===== src/rtl/cpu_front_panel.sv =====
// Operator panel for the 16-bit CPU: synchronises and debounces the push-buttons,
// latches operands and opcode from the slide switches and drives the 7-segment bank.
module cpu_front_panel #(
    parameter int DATA_W     = 16,
    parameter int SW_W       = 10,
    parameter int OP_W       = 8,
    parameter int DIGITS     = 4,
    parameter int DEB_CYCLES = 50000
) (
    input  logic                  clk,
    input  logic                  reset,
    input  logic [SW_W-1:0]       sw,
    input  logic                  a_btn_n,
    input  logic                  b_btn_n,
    input  logic                  op_btn_n,
    input  logic                  cin_btn_n,
    input  logic                  mode_btn_n,
    input  logic [DATA_W-1:0]     alu_out,
    input  logic [4:0]            flags,
    output logic [DATA_W-1:0]     a_out,
    output logic [DATA_W-1:0]     b_out,
    output logic [OP_W-1:0]       op_out,
    output logic                  cin,
    output logic                  load_strobe,
    output logic [1:0]            mode,
    output logic [DIGITS*7-1:0]   hex
);

    // Buttons that generate press events sit in the low indices; carry-in is level-only.
    localparam int BTN_A    = 0;
    localparam int BTN_B    = 1;
    localparam int BTN_OP   = 2;
    localparam int BTN_MODE = 3;
    localparam int BTN_CIN  = 4;
    localparam int NBTN     = 5;
    localparam int NEV      = 4;

    localparam int CNT_W = $clog2(DEB_CYCLES);
    localparam int OPF_W = OP_W + 8;
    localparam int SRC_W = (DATA_W > OPF_W) ? DATA_W : OPF_W;
    localparam int PAD_W = (SRC_W > 4 * DIGITS) ? SRC_W : 4 * DIGITS;

    typedef enum logic [1:0] {
        MODE_ALU = 2'd0,
        MODE_A   = 2'd1,
        MODE_B   = 2'd2,
        MODE_OPF = 2'd3
    } mode_e;

    logic [NBTN-1:0]     w_btn_raw;
    logic [NBTN-1:0]     r_btn_sync1;
    logic [NBTN-1:0]     r_btn_sync2;
    logic [SW_W-1:0]     r_sw_sync1;
    logic [SW_W-1:0]     r_sw_sync2;
    logic [NBTN-1:0]     r_btn_stable;
    logic [CNT_W-1:0]    r_deb_cnt [NBTN];
    logic [NEV-1:0]      r_btn_stable_d;
    logic [NEV-1:0]      w_press;
    logic [DATA_W-1:0]   w_sw_data;
    logic [DATA_W-1:0]   r_a;
    logic [DATA_W-1:0]   r_b;
    logic [OP_W-1:0]     r_op;
    logic                r_cin;
    logic                r_load_strobe;
    mode_e               r_mode;
    mode_e               w_mode_next;
    logic [PAD_W-1:0]    w_src;
    logic [DIGITS-1:0]   w_digit_on;
    logic [DIGITS*7-1:0] r_hex;

    function automatic logic [6:0] f_glyph(input logic [3:0] nib);
        logic [6:0] seg;
        case (nib)
            4'h0:    seg = 7'h40;
            4'h1:    seg = 7'h79;
            4'h2:    seg = 7'h24;
            4'h3:    seg = 7'h30;
            4'h4:    seg = 7'h19;
            4'h5:    seg = 7'h12;
            4'h6:    seg = 7'h02;
            4'h7:    seg = 7'h78;
            4'h8:    seg = 7'h00;
            4'h9:    seg = 7'h10;
            4'hA:    seg = 7'h08;
            4'hB:    seg = 7'h03;
            4'hC:    seg = 7'h46;
            4'hD:    seg = 7'h21;
            4'hE:    seg = 7'h06;
            default: seg = 7'h0E;
        endcase
        return seg;
    endfunction

    assign w_btn_raw = {cin_btn_n, mode_btn_n, op_btn_n, b_btn_n, a_btn_n};

    // Two-stage synchronisers; buttons idle released (1), switches idle 0.
    always_ff @(posedge clk or negedge reset) begin
        if (!reset) begin
            r_btn_sync1 <= '1;
            r_btn_sync2 <= '1;
            r_sw_sync1  <= '0;
            r_sw_sync2  <= '0;
        end else begin
            // NOTE: non-blocking so the second stage takes the first stage's previous value.
            r_btn_sync1 <= w_btn_raw;
            r_btn_sync2 <= r_btn_sync1;
            r_sw_sync1  <= sw;
            r_sw_sync2  <= r_sw_sync1;
        end
    end

    always_ff @(posedge clk or negedge reset) begin
        if (!reset) begin
            r_btn_stable <= '1;
            // NOTE: the counter array is small state, not RAM, so it is reset like any register.
            for (int i = 0; i < NBTN; i++) begin
                r_deb_cnt[i] <= '0;
            end
        end else begin
            for (int i = 0; i < NBTN; i++) begin
                if (r_btn_sync2[i] == r_btn_stable[i]) begin
                    r_deb_cnt[i] <= '0;
                end else if (r_deb_cnt[i] == CNT_W'(DEB_CYCLES - 1)) begin
                    r_deb_cnt[i]    <= '0;
                    r_btn_stable[i] <= ~r_btn_stable[i];
                end else begin
                    r_deb_cnt[i] <= r_deb_cnt[i] + CNT_W'(1);
                end
            end
        end
    end

    always_ff @(posedge clk or negedge reset) begin
        if (!reset) begin
            r_btn_stable_d <= '1;
        end else begin
            r_btn_stable_d <= r_btn_stable[NEV-1:0];
        end
    end

    assign w_press = r_btn_stable_d & ~r_btn_stable[NEV-1:0];

    if (SW_W >= DATA_W) begin : g_sw_trunc
        assign w_sw_data = r_sw_sync2[DATA_W-1:0];
    end else begin : g_sw_ext
        assign w_sw_data = {{(DATA_W - SW_W){1'b0}}, r_sw_sync2};
    end

    always_ff @(posedge clk or negedge reset) begin
        if (!reset) begin
            r_a           <= '0;
            r_b           <= '0;
            r_op          <= '0;
            r_cin         <= 1'b0;
            r_load_strobe <= 1'b0;
        end else begin
            if (w_press[BTN_A]) begin
                r_a <= w_sw_data;
            end
            if (w_press[BTN_B]) begin
                r_b <= w_sw_data;
            end
            if (w_press[BTN_OP]) begin
                r_op <= r_sw_sync2[OP_W-1:0];
            end
            r_load_strobe <= w_press[BTN_A] | w_press[BTN_B] | w_press[BTN_OP];
            r_cin         <= ~r_btn_stable[BTN_CIN];
        end
    end

    // Display-mode FSM: state register, next state, outputs.
    always_ff @(posedge clk or negedge reset) begin
        if (!reset) begin
            r_mode <= MODE_ALU;
        end else begin
            r_mode <= w_mode_next;
        end
    end

    always_comb begin
        // NOTE: default assignment first so no path through the case infers a latch.
        w_mode_next = r_mode;
        if (w_press[BTN_MODE]) begin
            case (r_mode)
                MODE_ALU: w_mode_next = MODE_A;
                MODE_A:   w_mode_next = MODE_B;
                MODE_B:   w_mode_next = MODE_OPF;
                default:  w_mode_next = MODE_ALU;
            endcase
        end
    end

    always_comb begin
        w_src      = '0;
        w_digit_on = '0;
        case (r_mode)
            MODE_ALU: w_src[DATA_W-1:0] = alu_out;
            MODE_A:   w_src[DATA_W-1:0] = r_a;
            MODE_B:   w_src[DATA_W-1:0] = r_b;
            default:  w_src[OPF_W-1:0]  = {r_op, 3'b000, flags};
        endcase
        // Digits whose nibble lies wholly beyond the source width stay dark.
        for (int k = 0; k < DIGITS; k++) begin
            w_digit_on[k] = (r_mode == MODE_OPF) ? (4 * k < OPF_W) : (4 * k < DATA_W);
        end
    end

    always_ff @(posedge clk or negedge reset) begin
        if (!reset) begin
            r_hex <= '1;
        end else begin
            for (int k = 0; k < DIGITS; k++) begin
                r_hex[7*k +: 7] <= w_digit_on[k] ? f_glyph(w_src[4*k +: 4]) : 7'h7F;
            end
        end
    end

    assign a_out       = r_a;
    assign b_out       = r_b;
    assign op_out      = r_op;
    assign cin         = r_cin;
    assign load_strobe = r_load_strobe;
    assign mode        = r_mode;
    assign hex         = r_hex;

endmodule


===== config.mk =====
export PLATFORM = sky130hd
export DESIGN_NAME = cpu_front_panel
export DESIGN_NICKNAME = d
export VERILOG_FILES = /design/src/rtl/cpu_front_panel.sv
export SDC_FILE = /design/constraint.sdc
export NUM_CORES = 1
export LEC_CHECK = 0
export BUFFER_PORTS_ARGS = -buffer_cell sky130_fd_sc_hd__buf_2
export CORE_MARGIN = 2
export CORE_UTILIZATION = 58
export DETAILED_ROUTE_END_ITERATION = 8
export GPL_TIMING_DRIVEN = 0
export HOLD_SLACK_MARGIN = 0.06
export PLACE_DENSITY = 0.8
export SETUP_SLACK_MARGIN = 0.3
export SYNTH_ARGS = -nofsm -noshare
export SYNTH_HDL_FRONTEND = slang
export SYNTH_SLANG_ARGS = --single-unit
export TNS_END_PERCENT = 10

===== constraint.sdc =====
create_clock -name clk -period 3.04 [get_ports clk]
set_clock_uncertainty 0.2 [all_clocks]
set_input_delay 0.608 -clock clk [delete_from_list [all_inputs] [get_ports clk]]
set_output_delay 0.608 -clock clk [all_outputs]
set_load 0.01 [all_outputs]

==> results of run 1 <==
[cell usage in the layout, fill, tap and decap left out, types with 4 or more instances in the layout]
| cell type | synthesis | routed |
|---|---|---|
| dfrtp_1 | 132 | 132 |
| buf_2 | 11 | 104 |
| nor2_1 | 73 | 73 |
| dfstp_2 | 47 | 47 |
| xnor2_1 | 44 | 44 |
| nand2_1 | 39 | 39 |
| mux2_2 | 38 | 37 |
| ha_1 | 33 | 33 |
| inv_1 | 29 | 28 |
| nand3_1 | 25 | 25 |
| xor2_1 | 25 | 25 |
| nand4_1 | 24 | 24 |
| buf_4 | 13 | 19 |
| clkbuf_16 | 0 | 17 |
| mux2i_1 | 18 | 16 |
| nor4_1 | 15 | 15 |
| and3_1 | 15 | 15 |
| a21oi_1 | 14 | 14 |
| nor3_1 | 12 | 12 |
| clkbuf_1 | 9 | 12 |
| conb_1 | 1 | 12 |
| o21ai_0 | 11 | 10 |
| nor4bb_1 | 9 | 9 |
| nor2b_1 | 8 | 8 |
| o22ai_1 | 8 | 8 |
| or3_1 | 7 | 7 |
| a222oi_1 | 7 | 7 |
| a31oi_1 | 6 | 6 |
| dlygate4sd3_1 | 0 | 6 |
| nor4b_1 | 5 | 5 |
| a22oi_1 | 5 | 5 |
| and4_1 | 4 | 4 |
| o31ai_1 | 4 | 4 |
[per-stage QoR]
step	instance area (um2)	util (%)	hold WS [ps]	instances
2_1_floorplan	8467	-	112.4	748
3_3_place_gp	9183	63.91	131.3	1029
3_5_place_dp	9220	64.17	134.7	1030
4_1_cts	9886	68.80	63.46	1069
5_1_grt	9942	69.19	61.63	1073
6_report	9942	69.19	79.41	1073
[layer usage]
metal	routed length, um	track usage [%]	share of wire [%]
met1	7455	28.87	44
met2	8242	36.10	48
met3	1020	5.885	6.0
met4	376	8.790	2.2
met5	0	0	0
[timing repair]
action | in CTS | in global routing
setup buffers | 1 | 4
hold buffers | 6 | 0
hold endpoints to repair | 50 | 0
setup endpoints to repair | 11 | 18
pin swaps | 1 | 2
cloned | 0 | 0
gates resized for setup | 5 | 10
[final timing paths]
path | startpoint | to | slack (ps) | cells past startpoint
max | mode[0]$_DFFE_PN0P_ | hex[10]$_DFF_PN1_ | 280 | 11
min | sw[4] | r_sw_sync1[4]$_DFF_PN0_ | 80 | 1
max reg2reg | mode[0]$_DFFE_PN0P_ | hex[10]$_DFF_PN1_ | 280 | 11
min reg2reg | r_sw_sync1[8]$_DFF_PN0_ | r_sw_sync2[8]$_DFF_PN0_ | 150 | 0
max in group asynchronous | reset | r_btn_stable_d[0]$_DFF_PN1_ | 1230 | 3
min in group asynchronous | reset | op_out[6]$_DFFE_PN0P_ | 520 | 2
[sequential cells by signal, summed over array words and instances, names as in the netlist]
register	flops
r_sw_sync1	10
a_out	10
r_deb_cnt	80
r_sw_sync2	10
hex	28
mode	2
r_btn_sync1	5
r_btn_stable	5
cin	1
op_out	8
r_btn_stable_d	4
b_out	10
r_btn_sync2	5
load_strobe	1
[final cells by class]
cell class,count,area [um2]
buffer,35,212.7
clock buffer,21,450.4
clock inverter,11,127.6
fill,1049,4427
inverter,30,112.6
multi-input combinational,504,3650
sequential,179,4538
tap,184,230.2
timing repair buffer,109,620.6
[logic make-up (layout without fill, tap and decap cells)]
| logic type | count (synthesis) | in the layout |
|---|---|---|
| other | 1 | 12 |
| buffers and inverters | 65 | 206 |
| multiplexers | 58 | 58 |
| flip-flops | 179 | 179 |
| AND/OR/NAND/NOR | 259 | 259 |
| adder cells (fa/ha/maj) | 33 | 33 |
| XOR/XNOR | 69 | 69 |
| AO/OA/AOI/OAI | 73 | 73 |
[critical path: stages, from the launching register on]
cell and delay, ps:
dfrtp_1 380, inv_1 90, ha_1 210, buf_4 170, buf_6 160, a222oi_1 500
or2_4 250, inv_1 70, ha_1 210, a21oi_1 130, a22oi_1 80, o22a_1 210
[cell usage after synthesis (all sizes together), types with 3 or more instances]
master  number  area [um2]
dfrtp      132        3303
nor2        73       274.0
dfstp       47        1235
xnor2       44       385.4
nand2       39       146.4
mux2        38       427.9
ha          33       412.9
inv         30       112.6
nand3       27       152.7
buf         26       167.6
xor2        25       219.0
nand4       24       150.1
mux2i       18       180.2
and3        15       93.84
nor4        15       93.84
a21oi       14       70.07
nor3        12       60.06
o21ai       11       55.05
clkbuf       9       33.78
nor4bb       9       90.09
or3          9       62.56
nor2b        8       50.05
o22ai        8       50.05
a222oi       7       70.07
a31oi        6       37.54
a22oi        5       37.54
and2         5       31.28
nor4b        5       43.79
and4         4       35.03
o31ai        4       30.03
or2          4       25.02
a221o        3       30.03
nand2b       3       18.77
o32ai        3       26.28
[report_power, final]
group	internal (W)	switching [W]	total, W	leakage, nW
Clock	0.00124	0.000917	0.00216	0.286
Sequential	0.00248	0.0000363	0.00252	2.27
Combinational	0.000147	0.000203	0.000350	2.05
==> results.toml, run 1 <==
[yosys]
synth_xor_area_share_pct = 7.173
ys.flop_type = "dfrtp_1"
synthAdderAreaFrac_pct = 4.901
synth_top_family_by_area = "simple AND/OR/NAND/NOR gates"
synth_seq_area_share_pct = 53.86
yosys_warnings = 0
syn-cell-area_um2 = 8426
synth_cell_types = 59
ys_ff_latch = 179
syn_inst = 737
muxShareOfSynthArea_pct = 7.752
syn_avg_cell_area_um2 = 11.43
synthSimpleGateAreaFrac_pct = 16.48
synth-edff-count = 0
synth_compound_area_share_pct = 6.059
async_reset_ff_share_pct = 100.0

[place]
pre_cts_ws_ps = -103.0
io_buffers = 97
hpwl_um = 11470
gp_routability_congestion = 0.8527

[layout]
fin_nets = 947
drive_gt1_share_pct = 29.25
syn2layout_area_growth_pct = 18.00
diodes = 0

[clocking]
clockBufferDepth = 2
cts.reportedPaths.clkPinSlew_ps = 60
cts_tree = "built"
clkSinkCount = 179
htree_levels = 4
clock_latency_ps = 440
root_buffer = "clkbuf_16"
cts_buffers = 17

[sta]
min_period_over_period_pct = 90.72
drv_slew = 0
setup_viol = 0
fin_crit_ps = 2758
timing.slew.headroom_pct = 45.31
worst_slew_pin_slew_ps = 820.4
tns_ps = 0
hold_viol_final = 0
fmax_mhz = 362.6
layout_setup_ws_ps = 282.1
rsz0062_at_grt = "true"

[power]
irDropWorstVdd_uv = 433.3
power-per-cell-area_nw_per_um2 = 505.1
total_power_w = 0.005021
power.leakage_nw = 4.609

[floorplan]
die_area_um2 = 15510
die_h_um = 124.5
row_count = 44
start_util_pct = 58.64
die_w_um = 124.5
coreArea_um2 = 14370
num_io_pins = 110

[hold_path]
hold_class = "in2reg"

[drt]
drt-initial-drc-count = 398
via_per_inst = 5.562
vias = 5968
first_pass_iters = 5
drc = 0
ant_nets = 0
drt_wl_total_um = 17100
post_drt_wl_per_cell_um = 15.93

[critical_path]
cp.required_ps = 3190
cp-end-kind = "register"
worstPathArrival_ps = 2910
critPathLaunchType = "register"
critPathKind = "reg2reg"
critPathMaxFanout = 10

[global_routing]
grt_pass1_wl_um = 27570
grt_usage_pct = 22.30
antenna_found_initial = 0
grt_max_degree = 115
grt_remaining_overflow = 0
grt_pass1_vias = 5695

[job]
maxCapViolations = 0

[outcome]
status = "finished, final reports clean"
Power figures use the tool's default switching activity.
==> inputs of run 2 (changes only) <==
Clock period 3.04 ns to 2.85 ns, I/O delays scaled along.
==> run 2 against run 1 <==
Clock-buffer cell count rose by 1. Power rose by 11%. Global-route usage rose by 1.1 points. Critical path depth fell by 2. Final area rose by 3.2%. Combinational power rose by 15%. Setup slack improved by 49 ps. Sequential power rose by 6%. First-iteration DRC count rose by 13%. Sequential cell count did not move. Fmax rose by 9.5%.
==> results.toml, run 2 (synthesis gave the netlist of run 1 again) <==
[hold_path]
hold_class = "reg2reg"
whs_endpoint = "r_sw_sync2[0]$_DFF_PN0_"
hold_path.startpoint = "r_sw_sync1[0]$_DFF_PN0_"
min_delay_path_depth = 0

[global_routing]
antenna_found_initial = 0
grt_remaining_overflow = 0
grt_max_degree = 128
grt_pass1_vias = 5870
grt_pass1_wl_um = 29390
grt_usage_pct = 23.40

[floorplan]
coreArea_um2 = 14370
die_w_um = 124.5
num_io_pins = 110
start_util_pct = 58.64
die_h_um = 124.5
die_area_um2 = 15510
row_count = 44

[power]
comb_power_share_pct = 7.2
power.leakage_nw = 4.726
clock_power_share_pct = 44.5
irDropWorstVdd_uv = 377.2
p_int_w = 0.004354
sw_frac_of_total_pct = 21.71
seqPwrFrac_pct = 48.2
switching_power_w = 0.001207
power-per-cell-area_nw_per_um2 = 542.1

[place]
gp_routability_congestion = 0.9385
io_buffers = 97
pre_cts_ws_ps = -78.16
hpwl_um = 11560

[sta]
hold_viol_final = 0
fin_crit_ps = 2519
rsz0062_at_grt = "true"
setup_viol = 0
fmax_mhz = 397.0
worst_slew_pin_slew_ps = 758.6
drv_slew = 0
layout_setup_ws_ps = 331.4
whs_ps = 140.8
timing.slew.headroom_pct = 49.43
min_period_over_period_pct = 88.37

[outcome]
status = "finished, final reports clean"

[clocking]
clock_latency_ps = 430
cts_buffers = 17
cts.reportedPaths.clkPinSlew_ps = 70
cts_tree = "built"
clkSinkCount = 179
root_buffer = "clkbuf_16"
clockBufferDepth = 2
htree_levels = 4

[critical_path]
critPathLaunchType = "register"
critPathMaxFanout = 10
worstPathArrival_ps = 2660
cp-end-kind = "register"
cp.required_ps = 2990
r2r-end = "hex[17]$_DFF_PN1_"
r2r_slack_ps = 330
r2r_start = "mode[0]$_DFFE_PN0P_"
ff2ff_path_depth = 9
critPathKind = "reg2reg"

[drt]
vias = 6105
post_drt_wl_per_cell_um = 16.21
drc = 0
ant_nets = 0
drt-initial-drc-count = 450
first_pass_iters = 6
drt_wl_total_um = 17710
via_per_inst = 5.591

[layout]
final_common_cell = "dfrtp_1"
syn2layout_area_growth_pct = 21.76
regMostFlops = "r_deb_cnt"
diodes = 0
num-fill-cells = 950
drive_gt1_share_pct = 31.83
largest_reg_flops = 80
fin_nets = 966
layout_common_cells = "132 x dfrtp_1, 103 x buf_2, 73 x nor2_1"

[job]
maxCapViolations = 0
-- run 2: changes by cell type in the layout (fill, tap and decap cells not counted), sizes merged --
cell         previous run  this run
buf                   128       138
inv                    33        30
dlygate4sd3             6        16
clkinv                  6         4
bufinv                  2         4
clkinvlp                0         2
-- run 2: repair_timing --
item,in CTS,in global routing
endpoints found under the hold margin,40,0
hold buffers,16,0
endpoints found under the setup margin,23,23
buffers inserted,8,6
resized for setup,20,23
pin swaps,3,8
-- run 2: power by group through the flow --
| stage | sequential [W] | combinational [W] | clock [W] |
|---|---|---|---|
| after CTS | 0.00268 | 0.000389 | 0.00251 |
| after detailed placement | 0.00273 | 0.000357 | 0 |
| after global routing | 0.00269 | 0.000448 | 0.00264 |
| final | 0.00268 | 0.000402 | 0.00248 |
| after global placement | 0.00272 | 0.000344 | 0 |
| after floorplan | 0.00274 | 0.000185 | 0 |
-- run 2: layout make-up --
type	instances	area (um2)	area share (%)
sequential	179	4538	44.24
multi-input combinational	504	3717	36.24
timing repair buffer	128	792.0	7.720
clock buffer	22	474.2	4.623
buffer	35	236.5	2.305
tap	184	230.2	2.244
clock inverter	10	155.1	1.512
inverter	30	115.1	1.122
-- run 2: how the worst max path moves through the flow --
stage                                   end  slack (ps)                 from
CTS                       hex[11]$_DFF_PN1_         290  mode[1]$_DFFE_PN0P_
global route               hex[4]$_DFF_PN1_         210  mode[0]$_DFFE_PN0P_
detailed placement        hex[17]$_DFF_PN1_         -80  mode[0]$_DFFE_PN0P_
finish                    hex[17]$_DFF_PN1_         330  mode[0]$_DFFE_PN0P_
global placement    r_deb_cnt[26]$_DFF_PN0_       -1660                reset
floorplan                 hex[17]$_DFF_PN1_         310  mode[0]$_DFFE_PN0P_
-- run 2: per-layer routing --
layer | wire length (um) | track usage [%] | vias up
met4 | 265 | 7.931 | 0
met3 | 1042 | 5.155 | 22
met5 | 0 | 0 | -
met2 | 8866 | 39.02 | 209
li1 | - | - | 2903
met1 | 7530 | 30.53 | 2971
-- run 2: worst max-delay path, stage by stage (launching register included) --
cell and delay, ps:
dfrtp_1 420, ha_1 210, buf_4 180, inv_4 130, buf_6 190, mux2i_4 310
buf_4 170, ha_4 130, inv_1 40, mux4_2 440
-- run 2: metrics by stage --
| stage | area (um2) | TNS [ps] | util [%] | total power [W] | instances |
|---|---|---|---|---|---|
| after floorplan | 8471 | 0 | - | 0.002926 | 748 |
| after global placement | 9186 | -246990 | 63.93 | 0.003068 | 1029 |
| after detailed placement | 9224 | -133.4 | 64.19 | 0.003085 | 1030 |
| after CTS | 10130 | 0 | 70.53 | 0.005583 | 1086 |
| after global routing | 10260 | 0 | 71.40 | 0.005773 | 1092 |
| final | 10260 | 0 | 71.40 | 0.005561 | 1092 |
